## src/rtl/mem_port_scheduler.sv

```systemverilog
// Registered arbiter sharing one memory port between instruction fetch and the
// data (TLB) stage: data priority with a bounded streak, and a stuck-memory watchdog.
module mem_port_scheduler #(
    parameter int addr_width      = 16,
    parameter int max_data_streak = 4,
    parameter int timeout_cycles  = 64
) (
    input  logic                  clk,
    input  logic                  reset,
    input  logic                  petitionInstr,
    input  logic [addr_width-1:0] addressInstr,
    input  logic                  petitionDat,
    input  logic [addr_width-1:0] addressDat,
    input  logic                  weDat,
    input  logic                  serviceReadyMem,
    output logic                  petitionMem,
    output logic [addr_width-1:0] addressMem,
    output logic                  weMem,
    output logic                  serviceReadyInstr,
    output logic                  serviceReadyDat,
    output logic                  grantDat,
    output logic                  busy,
    output logic                  error
);

    localparam int streak_w = $clog2(max_data_streak + 1);
    localparam int wd_w     = $clog2(timeout_cycles);
    localparam logic [streak_w-1:0] streak_max = streak_w'(max_data_streak);
    localparam logic [wd_w-1:0]     wd_alarm   = wd_w'(timeout_cycles - 2);
    localparam logic [wd_w-1:0]     wd_sat     = wd_w'(timeout_cycles - 1);

    typedef enum logic [1:0] {IDLE, SERVE_I, SERVE_D, RELEASE} state_t;

    state_t                state_q, state_d;
    logic [streak_w-1:0]   streak_q;
    logic [wd_w-1:0]       wd_q;
    logic [addr_width-1:0] addr_q;
    logic                  we_q;
    logic                  error_q;
    logic                  grant_i, grant_d, serving;

    // NOTE: every signal driven here gets a default first so no path leaves it unassigned (no latches).
    always_comb begin
        state_d           = state_q;
        grant_i           = 1'b0;
        grant_d           = 1'b0;
        serving           = 1'b0;
        petitionMem       = 1'b0;
        grantDat          = 1'b0;
        busy              = 1'b1;
        serviceReadyInstr = 1'b0;
        serviceReadyDat   = 1'b0;
        unique case (state_q)
            IDLE: begin
                busy = 1'b0;
                // Data wins unless fetch has already waited through a full streak.
                if (petitionDat && !(petitionInstr && streak_q == streak_max)) begin
                    grant_d = 1'b1;
                    state_d = SERVE_D;
                end else if (petitionInstr) begin
                    grant_i = 1'b1;
                    state_d = SERVE_I;
                end
            end
            SERVE_I: begin
                serving           = 1'b1;
                petitionMem       = 1'b1;
                serviceReadyInstr = serviceReadyMem & petitionInstr & ~reset;
                if (serviceReadyMem) state_d = RELEASE;
            end
            SERVE_D: begin
                serving         = 1'b1;
                petitionMem     = 1'b1;
                grantDat        = 1'b1;
                serviceReadyDat = serviceReadyMem & ~reset;
                if (serviceReadyMem) state_d = RELEASE;
            end
            RELEASE: state_d = IDLE;
            default: state_d = IDLE;
        endcase
    end

    // NOTE: sequential state uses non-blocking assignments so every register samples pre-edge values.
    always_ff @(posedge clk) begin
        if (reset) begin
            state_q  <= IDLE;
            streak_q <= '0;
            wd_q     <= '0;
            addr_q   <= '0;
            we_q     <= 1'b0;
            error_q  <= 1'b0;
        end else begin
            state_q <= state_d;
            if (grant_d) begin
                addr_q <= addressDat;
                we_q   <= weDat;
                wd_q   <= '0;
                if (!petitionInstr)               streak_q <= '0;
                else if (streak_q != streak_max)  streak_q <= streak_q + 1'b1;
            end else if (grant_i) begin
                addr_q   <= addressInstr;
                we_q     <= 1'b0;
                wd_q     <= '0;
                streak_q <= '0;
            end else if (serving && !serviceReadyMem) begin
                // Counter holds the number of completed serve cycles; alarm lands on cycle timeout_cycles.
                if (wd_q == wd_alarm) error_q <= 1'b1;
                if (wd_q != wd_sat)   wd_q    <= wd_q + 1'b1;
            end
        end
    end

    assign addressMem = addr_q;
    assign weMem      = we_q;
    assign error      = error_q;

endmodule

```

## config.mk

```make
export PLATFORM = sky130hd
export DESIGN_NAME = mem_port_scheduler
export DESIGN_NICKNAME = d
export VERILOG_FILES = /design/src/rtl/mem_port_scheduler.sv
export SDC_FILE = /design/constraint.sdc
export NUM_CORES = 1
export LEC_CHECK = 0
export ABC_AREA = 0
export CAP_MARGIN = 20
export CORE_MARGIN = 5
export CORE_UTILIZATION = 40
export CTS_BUF_LIST = sky130_fd_sc_hd__clkbuf_8
export DETAILED_ROUTE_END_ITERATION = 8
export GPL_TIMING_DRIVEN = 0
export HOLD_SLACK_MARGIN = 0.02
export MAX_ROUTING_LAYER = met4
export PLACE_DENSITY_LB_ADDON = 0.05
export SYNTH_ARGS = -nofsm -noshare
export SYNTH_HDL_FRONTEND = slang
export SYNTH_SLANG_ARGS = --single-unit
```

## constraint.sdc

```tcl
create_clock -name clk -period 1.6 [get_ports clk]
set_clock_uncertainty 0.05 [all_clocks]
set_input_delay 0.32 -clock clk [delete_from_list [all_inputs] [get_ports clk]]
set_output_delay 0.32 -clock clk [all_outputs]
set_load 0.02 [all_outputs]
```

==> flow_summary.rst <==
.. list-table::
   :header-rows: 1

   * - Metric
     - Value
   * - Outcome
     - finished, final reports clean
   * - Async set-reset flop share out of synthesis
     - 0
   * - Number of instances in the synthesized netlist
     - ~190
   * - Top cell types by occurrence after synthesis
     - 41 x nand3_1, 29 x dfxtp_1, 17 x o211ai_1, 16 x o2111ai_1, 9 x inv_1
   * - Synth warnings
     - 0
   * - Top post-synthesis cells by area
     - dfxtp_1 35%, nand3_1 12%, o2111ai_1 8.4%
   * - Syn_nets
     - 238
   * - Initial cell density of the core
     - 0.416
   * - Post-synthesis share of cell area spent on xor and xnor gates
     - 0
   * - Maximum fanout along the worst path
     - 4
   * - Mapped cell area
     - around 1700 sq um
   * - Number of flip-flops and latches in the synthesized netlist
     - 29
   * - Setup tns final
     - 0 ps
   * - Critical path's slowest cell
     - dfxtp_2
   * - Routed length per placed instance
     - around 16 um
   * - Sequential share of the synthesized area
     - 0.347
   * - Fill count
     - between 300 and 400
   * - Detail-routed via count per cell
     - approximately 5.8
   * - Largest incremental delay on the critical path
     - approximately 350 ps
   * - Maximum ir drop on the vdd rail
     - roughly 620 uV
   * - Post-route DRC
     - 0
   * - Post-place setup slack
     - -1090 ps
   * - Largest net degree at the start of global routing
     - 11
   * - Number of antenna repair diodes
     - 0
   * - Max-cap viol count
     - 0
   * - Sink count of the clock tree
     - 29
   * - Count of nets left with antenna violations after detail routing
     - 0
   * - Post-synthesis average cell area
     - approximately 8.7 sq um
   * - Multiplexer share of the synthesized area
     - 0.0306
   * - Fraction of the mapped netlist area in simple logic gates
     - 0.224
   * - Largest family of logic cells by synthesized area
     - compound AO/OA/AOI/OAI gates
   * - Share of the clock period used by the worst path
     - 0.970
   * - Clock-pin slew on the worst setup and hold paths
     - 60 ps
   * - Arithmetic-cell share of the synthesized area counting full adders, half adders and majority gates
     - 0.0597
   * - Slew margin rel.
     - 0.633
   * - Number of design-rule violations left by the first detailed-router iteration
     - between 100 and 150
   * - Type of the most critical hold path
     - primary input to register
   * - H-tree level count
     - 2
   * - Share of the synthesized area in the top cell type
     - 0.347
   * - Max Clk Rate
     - roughly 640 MHz
   * - Number of failing setup endpoints in the final timing report
     - 0
   * - Critical path capture point type
     - output port
   * - EDFF count, synth
     - 0
   * - Max Buffers Root-to-Sink
     - 2
   * - Share of the synthesized area in compound gates (AO/OA/AOI/OAI)
     - 0.246
   * - Worst Setup Slack, final
     - 48.7 ps
   * - Clock insertion delay at the later pin of the skew report
     - ~280 ps
   * - Data arrival time of the critical path
     - about 1200 ps
   * - Iteration count of the initial detailed-routing pass
     - 4
   * - Height of the die
     - ~75 um
   * - Main flop type after synthesis
     - dfxtp_1
   * - Power Dens Cells
     - 1400 nW/um^2
   * - Routability congestion estimate
     - ~0.8
   * - Static leakage
     - about 1.1 nW
   * - Clock tree from TritonCTS
     - built
   * - Transition time at the pin with the least slew margin
     - ~550 ps
   * - Unique cell type count in the Yosys netlist
     - 40
   * - I/O pins
     - a little over 60
   * - Type of the setup path with the least slack
     - register to output port
   * - Startpoint kind of the worst setup timing path
     - register
   * - Layout cell share with drive strength beyond 1
     - 0.189
   * - Die area
     - ~5600 sq um
   * - Total Routing Usage GR
     - 0.194
   * - Layout-stage area growth over the synthesis result
     - 52.7%
   * - Number of antenna violations at the first check in global routing
     - 0
   * - Area leader, netlist
     - dfxtp_1
   * - Final hold viol count
     - 0
   * - Final number of max-transition violations
     - 0
   * - Total overflow reported by the global router
     - 0
   * - Number of nets in the layout
     - ~310
   * - Number of global-route vias before repair
     - roughly 1800
   * - Count of buffers inserted at the top-level ports
     - 59
   * - Total area of sequential cells
     - between 500 and 600 sq um
   * - Number of standard-cell rows in the floorplan
     - 23
   * - Number of buffers inserted during clock tree synthesis
     - 5
   * - Cell chain of the critical path
     - inv_4 > ha_2 > and3_1 > buf_4
   * - Data required, critical path
     - 1230 ps
   * - Clock root cell
     - clkbuf_8
   * - Most repeated cell in the gate-level netlist after synthesis
     - nand3_1
   * - Setup repair after global routing missed its margin
     - true
   * - Die X-Extent
     - ~75 um
   * - Multi-input logic area
     - just over 1000 sq um
   * - Std-Cell Core Area
     - 4030 sq um
   * - Final worst hold slack
     - 285 ps
   * - First-pass GRT wire length
     - around 8200 um
   * - HPWL after detailed placement
     - around 3700 um
   * - Total Wirelength
     - about 5000 um
   * - Routed via count
     - ~1800
   * - Minimum clock period
     - around 1600 ps
[worst max-delay path, delay by kind of cell, from the launching register on]
kind	cells	cell delay, ps
fa+ha+maj	1	180
flops	1	350
simple gates	1	170
buf+inv	2	200
[timing repair]
item                                    4_1_cts  5_1_grt
endpoints found under the setup margin       35       31
buffers inserted                              0        2
gates cloned                                  0        0
endpoints found under the hold margin         0        0
pin swaps                                     0        3
hold buffers                                  0        0
resized for setup                            46       34
[registers in the layout, summed over array words and instances, names as in the netlist]
signal and count:
state_q 2, error 1, weMem 1, wd_q 6, addressMem 16, streak_q 3
[final cells by class]
class                           count  share of cell area
Buffer                             19              0.0631
Clock buffer                        6              0.0323
Clock inverter                      1             0.00147
Inverter                            9              0.0142
Multi-Input combinational cell    134               0.400
Sequential cell                    29               0.228
Tap cell                           50              0.0244
Timing Repair Buffer               61               0.237
[cell families after synthesis]
kind of cell               Yosys count
muxes                                5
AOI/OAI and AO/OA                   51
adders and majority gates            8
DFF                                 29
and+or+nand+nor                     70
buffers and inverters               29
[path summary, 6_finish.rpt]
kind / cells after the start / to / startpoint / slack [ps]
worst min-delay path: 3 / streak_q[1] / petitionInstr / 290
worst max-delay path: 4 / serviceReadyDat / state_q[0] / 50
worst max register to register: 4 / wd_q[4] / wd_q[1] / 60
worst min register to register: 2 / error / error / 430
[routing by layer]
metal / vias to the layer above / wire (um) / track usage / part of all wire
met5: - / 0 / - / 0
met4: 0 / 76 / 0.0652 / 0.015
met3: 8 / 335 / 0.0427 / 0.067
li1: 874 / - / - / -
met2: 53 / 2360 / 0.305 / 0.47
met1: 846 / 2210 / 0.248 / 0.44
[cell usage in the layout, fill, tap and decap left out, drive strengths merged, types with 2 or more instances in the layout]
master         Yosys  final
a21oi              5      5
and3               2      2
and4               2      2
buf               15     20
clkbuf             5     12
clkdlybuf4s50      0     33
dfxtp             29     29
dlygate4sd2        0      9
dlymetal6s2s       0     11
ha                 8      8
inv                9     10
mux2i              4      4
nand2              8      8
nand3             41     41
nor2               2      2
nor3               2      2
o2111ai           16     16
o211ai            17     17
o21ai              2      2
o22ai              2      2
or3                5      5
[per-stage QoR]
stage                     power (W)  cells  utilization  cell area, sq um
after floorplan             0.00219    192            -              1690
after global placement      0.00294    301        0.583              2350
after detailed placement    0.00294    301        0.583              2350
after CTS                   0.00352    307        0.608              2450
after global routing        0.00383    309        0.635              2560
final                       0.00358    309        0.635              2560
[power by group]
part	switching (W)	internal (W)	total (W)
clock	0.000269	0.000334	0.000603
sequential	0.0000969	0.000907	0.00100
combinational	0.00113	0.000850	0.00198
Note: power is estimated with default switching activity, not from simulation.
